## src/rtl/instr_fetch_unit.sv

```systemverilog
// Instruction fetch stage: owns the PC, fetches one word per instruction over a
// readM/inputReady handshake and holds it in the IR until downstream advances.
module instr_fetch_unit #(
    parameter logic [15:0] RESET_PC = 16'h0000
) (
    input  logic        clk,
    input  logic        reset_n,
    output logic        readM,
    output logic [15:0] address,
    input  logic [15:0] mem_data,
    input  logic        inputReady,
    input  logic        advance,
    input  logic        jump,
    input  logic [11:0] jump_target,
    output logic [15:0] instruction,
    output logic [3:0]  opcode,
    output logic [5:0]  function_code,
    output logic        inst_valid,
    output logic [15:0] pc,
    output logic [15:0] num_inst
);

    localparam logic [0:0] ST_FETCH = 1'b0;
    localparam logic [0:0] ST_HOLD  = 1'b1;

    logic [0:0]  state_q, state_d;
    logic [15:0] pc_q, pc_d;
    logic [15:0] ir_q, ir_d;
    logic [15:0] num_q, num_d;
    logic [15:0] pc_plus1_s;

    assign pc_plus1_s = pc_q + 16'd1;

    // Next-state logic: fetch in FETCH, retire and redirect the PC in HOLD.
    always_comb begin
        state_d = state_q;
        pc_d    = pc_q;
        ir_d    = ir_q;
        num_d   = num_q;
        case (state_q)
            ST_FETCH: begin
                if (inputReady) begin
                    ir_d    = mem_data;
                    state_d = ST_HOLD;
                end else begin
                    state_d = ST_FETCH;
                end
            end
            ST_HOLD: begin
                if (advance) begin
                    num_d   = num_q + 16'd1;
                    state_d = ST_FETCH;
                    // The jump keeps the upper nibble of the already-incremented PC.
                    if (jump) begin
                        pc_d = {pc_plus1_s[15:12], jump_target};
                    end else begin
                        pc_d = pc_plus1_s;
                    end
                end else begin
                    state_d = ST_HOLD;
                end
            end
            default: begin
                state_d = ST_FETCH;
            end
        endcase
    end

    // State registers with asynchronous clear of any in-flight request.
    always_ff @(posedge clk or negedge reset_n) begin
        if (!reset_n) begin
            state_q <= ST_FETCH;
            pc_q    <= RESET_PC;
            ir_q    <= 16'h0000;
            num_q   <= 16'h0000;
        end else begin
            state_q <= state_d;
            pc_q    <= pc_d;
            ir_q    <= ir_d;
            num_q   <= num_d;
        end
    end

    // readM is gated by reset_n so it drops the instant reset is applied.
    assign readM         = (state_q == ST_FETCH) && reset_n;
    assign inst_valid    = (state_q == ST_HOLD);
    assign address       = pc_q;
    assign pc            = pc_q;
    assign instruction   = ir_q;
    assign opcode        = ir_q[15:12];
    assign function_code = ir_q[5:0];
    assign num_inst      = num_q;

endmodule
```

## config.mk

```make
export PLATFORM = sky130hd
export DESIGN_NAME = instr_fetch_unit
export DESIGN_NICKNAME = d
export VERILOG_FILES = /design/src/rtl/instr_fetch_unit.sv
export SDC_FILE = /design/constraint.sdc
export NUM_CORES = 1
export LEC_CHECK = 0
export ABC_CLOCK_PERIOD_IN_PS = 2950
export CAP_MARGIN = 25
export CORE_ASPECT_RATIO = 1.75
export CORE_MARGIN = 3
export CORE_UTILIZATION = 45
export DETAILED_ROUTE_END_ITERATION = 8
export HOLD_SLACK_MARGIN = 0.12
export PLACE_DENSITY = 0.88
export SYNTH_ARGS = -nofsm -noshare
export SYNTH_HDL_FRONTEND = slang
export SYNTH_SLANG_ARGS = --single-unit
```

## constraint.sdc

```tcl
create_clock -name clk -period 2.95 [get_ports clk]
set_input_delay 0.59 -clock clk [delete_from_list [all_inputs] [get_ports clk]]
set_output_delay 0.59 -clock clk [all_outputs]
set_load 0.005 [all_outputs]
```

---- Yosys cells after proc, flatten, opt, wreduce, memory -nomap -nowiden ----
Cells that the tools add are included.
word-level totals
  register bits after elaboration ......... 49
  input port bits ......................... 33
  output and inout port bits .............. 76
  word-level logic and storage cells ...... 14
operators by class
  add/subtract/negate cells ............... 2
  multiplexer cells ....................... 4
  bitwise operators ....................... 1
  reductions and logical operators ........ 3
operators with widths
  operator                                                          number
  16-bit by 1-bit adder with 16-bit output (second input constant)  2
  12-bit 2-to-1 mux                                                 1
  2-bit AND reduction                                               2
  1-bit 2-to-1 mux                                                  2
  1-bit one-hot mux with 2 select lines                             1
  1-bit logical AND                                                 1
  1-bit NOT                                                         1

---- Logic depth before layout (Yosys ltp) ----
  depth in word-level cells ............... 2
  mapped depth ............................ 5

---- Least setup slack after synthesis ----
Ideal clock, no wire load.
  path kind ............................... input to register
  from .................................... input inputReady
  to ...................................... register ir_q[0] (netlist: instruction[0])
  library setup time ...................... 0.125 ns
  arrival time ............................ 1.332 ns
  setup slack ............................. 1.494 ns
  stages on the path ...................... 4
  buffers on the path ..................... 2
  path through ............................ nor2b_1 > buf_2 > buf_6 > mux2_2
between the ends
  cells in the longest elaborated chain, start to end .. 1
ends and longest elaborated chain
  element                               RTL line  text
  start, declared                       11        input logic inputReady,
  2-bit AND reduction (no source line)  --
  end signal, assigned                  79        ir_q <= ir_d;
  end, declared                         28        logic [15:0] ir_q, ir_d;
Every way passes these cells.
A chain may end at the register's enable or synchronous reset.

---- Final worst setup path ----
  from .................................... register state_q (netlist: inst_valid)
  to ...................................... output readM
between the ends
  cells in the longest elaborated chain, start to end .. 2
ends and longest elaborated chain
  element                     RTL line  text
  start, declared             26        logic [0:0] state_q, state_d;
  start signal, assigned      77        state_q <= state_d;
  1-bit NOT (no source line)  --
  1-bit logical AND           85        assign readM = (state_q == ST_FETCH) && reset_n;
  end, declared               8         output logic readM,
Every way passes these cells.

==> impl_metrics.json <==
{
  "n_antenna_cell": 0,
  "resized_gates_after_cts": 0,
  "tritoncts": "yes",
  "clkSlewWorstSetupHoldPaths_ns": 0.09,
  "post_synth_main_area_contributors": "sky130_fd_sc_hd__dfrtp_1 49%, sky130_fd_sc_hd__buf_4 8.1%, sky130_fd_sc_hd__mux2_2 7.2%, sky130_fd_sc_hd__xnor2_1 4.9%, sky130_fd_sc_hd__nand2_1 2.7%",
  "global_route.usage.total": 0.182,
  "maxSlewHeadroom": 0.592,
  "vias": 1990,
  "ys_types": 38,
  "die-height_um": 105,
  "power_density_nw_per_um2": 651,
  "synth-edff-count": 0,
  "hold_class": "input port to async pin",
  "max_fclk_mhz": 491,
  "worst_setup_path_end_kind": "primary output",
  "grt_overflow": 0,
  "synth.net_count": 266,
  "gp_congestion": 0.827,
  "timing.critical_path.from_type": "register",
  "cpMaxStageDelayCell": "sky130_fd_sc_hd__clkdlybuf4s50_1",
  "worst_ep_arrival_time_ns": 1.45,
  "ioPinCount": 109,
  "synth.yosys.seq_area_share": 0.491,
  "min_period_ns": 2.04,
  "first_global_vias": 2075,
  "die_x_um": 62.3,
  "mappedNetlistArea_sq_um": 2490,
  "synth-seq-cells": 49,
  "yosysWarningCount": 0,
  "cts_hold_fix_bufs": 0,
  "unrepaired_setup_endpoints_after_global_routing": "false",
  "report.final.setup_viol": 0,
  "cts_buf_count": 5,
  "timing.max_cap.violations": 0,
  "yosysMostFrequentCell": "sky130_fd_sc_hd__dfrtp_1",
  "grt_pass1_wl_mm": 9.70,
  "category_of_the_most_critical_setup_path": "register to primary output",
  "post-synth-top-area-fraction": 0.491,
  "clock_sink_count": 49,
  "layout_area_overhead_pct": 43.4,
  "status": "complete, no violations",
  "timing.final.crit_share": 0.691,
  "clock_tree.root_cell": "sky130_fd_sc_hd__clkbuf_8",
  "cp_data_required_time_ns": 2.36,
  "cellLeakagePower_nw": 1.45,
  "num-fill-cells": 414,
  "portBuffers": 108,
  "detail_route.wl_per_cell_um": 14.6,
  "initial_utilization": 0.471,
  "timing.critical_path.from": "inst_valid",
  "critical_path.cell_chain": "nor2b_1 > clkdlybuf4s50_1",
  "setup-tns-final_ns": 0,
  "cts_setup_buffers": 0,
  "worst_skew_pair.late_latency_ns": 0.30,
  "clk_skew_ns": 0.00658,
  "core-area_sq_um": 5300,
  "final.hold.worst_slack_ns": 0.394,
  "synthesis.area_per_instance_sq_um": 10.8,
  "final.setup.worst_slack_ns": 0.912,
  "dp_hpwl_mm": 4.30,
  "measured_slew_at_the_worst_slew_check_pin_ns": 0.612,
  "post_drt_via_cell_ratio": 5.10,
  "multi_input_logic_area_sq_um": 1010,
  "power.ir.vdd_worst_uv": 357,
  "dr.first_iter.drc_count": 45,
  "synth_top_area_cell": "sky130_fd_sc_hd__dfrtp_1",
  "antenna_found_initial": 0,
  "antenna_violating_nets_post_route": 0,
  "dp_slack_ns": 0.718,
  "final-max-slew-violation-count": 0,
  "cts_buffer_depth": 2,
  "layout.area.seq_sq_um": 1230,
  "reg_to_reg_start": "address[0]",
  "cp_max_fo": 7,
  "remaining_drc_errors": 0,
  "crit_path_max_incr_delay_ns": 0.51,
  "gate_count_after_technology_mapping": 231,
  "num_rows": 35,
  "synth_top_cells_by_count": "49 x sky130_fd_sc_hd__dfrtp_1, 27 x sky130_fd_sc_hd__buf_4, 18 x sky130_fd_sc_hd__nand2_1",
  "hold_violations": 0,
  "final_layout_size_suffix_gt1_frac": 0.111,
  "route.final.wire_length_mm": 5.70,
  "maximum_number_of_pins_on_one_net_before_global_route_repair": 50,
  "ys_dominant_reg_cell": "sky130_fd_sc_hd__dfrtp_1",
  "drt-pass1-iter-count": 4,
  "synth-async-reset-ratio": 1.00,
  "clock_tree.htree_level_count": 2,
  "final_net_count": 350,
  "design.die.area_sq_um": 6510
}
[per-stage QoR]
stage / area [sq um] / total power, W / cells / util
4_1_cts: 3580 / 0.00236 / 390 / 0.675
2_1_floorplan: 2490 / 0.00133 / 231 / -
5_1_grt: 3580 / 0.00246 / 390 / 0.675
6_report: 3580 / 0.00233 / 390 / 0.675
3_3_place_gp: 3440 / 0.00175 / 382 / 0.649
3_5_place_dp: 3440 / 0.00178 / 382 / 0.649
[critical path: cells and delay by family, from the launching register on]
family	cells	cell delay [ns]
flops	1	0.49
buf+inv	1	0.51
simple gates	1	0.14
[layout by cell type (no fill, tap or decap), types with 7 or more instances in the layout]
| cell type | n |
|---|---|
| sky130_fd_sc_hd__clkdlybuf4s50_1 | 107 |
| sky130_fd_sc_hd__nand3_1 | 12 |
| sky130_fd_sc_hd__nor2_1 | 12 |
| sky130_fd_sc_hd__nand2_1 | 18 |
| sky130_fd_sc_hd__nor3_1 | 7 |
| sky130_fd_sc_hd__xnor2_1 | 14 |
| sky130_fd_sc_hd__a21oi_1 | 8 |
| sky130_fd_sc_hd__mux2_2 | 16 |
| sky130_fd_sc_hd__dfrtp_1 | 49 |
| sky130_fd_sc_hd__o21ai_0 | 9 |
[report_power, final]
part | internal (W) | switching, W | total [W]
clock | 0.000341 | 0.000231 | 0.000572
sequential | 0.000807 | 0.000175 | 0.000982
combinational | 0.000523 | 0.000254 | 0.000777
total | 0.00167 | 0.000659 | 0.00233
[cell type report]
| type | count | area share |
|---|---|---|
| Clock inverter | 3 | 0.0192 |
| Timing Repair Buffer | 112 | 0.309 |
| Tap cell | 74 | 0.0259 |
| Multi-Input combinational cell | 145 | 0.282 |
| Inverter | 2 | 0.00210 |
| Sequential cell | 49 | 0.343 |
| Clock buffer | 5 | 0.0192 |
[sequential cells by signal, indices dropped and copies added, names as in the netlist]
name         flops
num_inst        16
address         16
inst_valid       1
instruction     16
[routing by layer]
layer / vias up / routed length, um / GRT usage
met5: - / 0 / 0
met4: 0 / 72 / 0.0585
met3: 5 / 373 / 0.0378
met2: 91 / 3190 / 0.343
met1: 952 / 2070 / 0.198
li1: 942 / - / -
[worst paths after layout]
check	end	cells after the start	slack, ns
setup / recovery	readM	2	0.91
hold / removal	num_inst[11]	2	0.39
setup reg to reg	address[12]	5	1.30
hold reg to reg	num_inst[15]	1	0.47
max in group asynchronous	num_inst[9]	2	2.13
min in group clk	num_inst[15]	1	0.47
[cells by family (layout without fill, tap and decap cells)]
group / after synthesis / after routing / synth area share
flip-flops: 49 / 49 / 0.491
buffers and inverters: 37 / 122 / 0.104
XOR/XNOR: 19 / 19 / 0.0667
adder cells (fa/ha/maj): 2 / 2 / 0.0100
multiplexers: 18 / 18 / 0.0802
AO/OA/AOI/OAI: 30 / 30 / 0.0752
AND/OR/NAND/NOR: 76 / 76 / 0.172
Power figures use the tool's default switching activity.
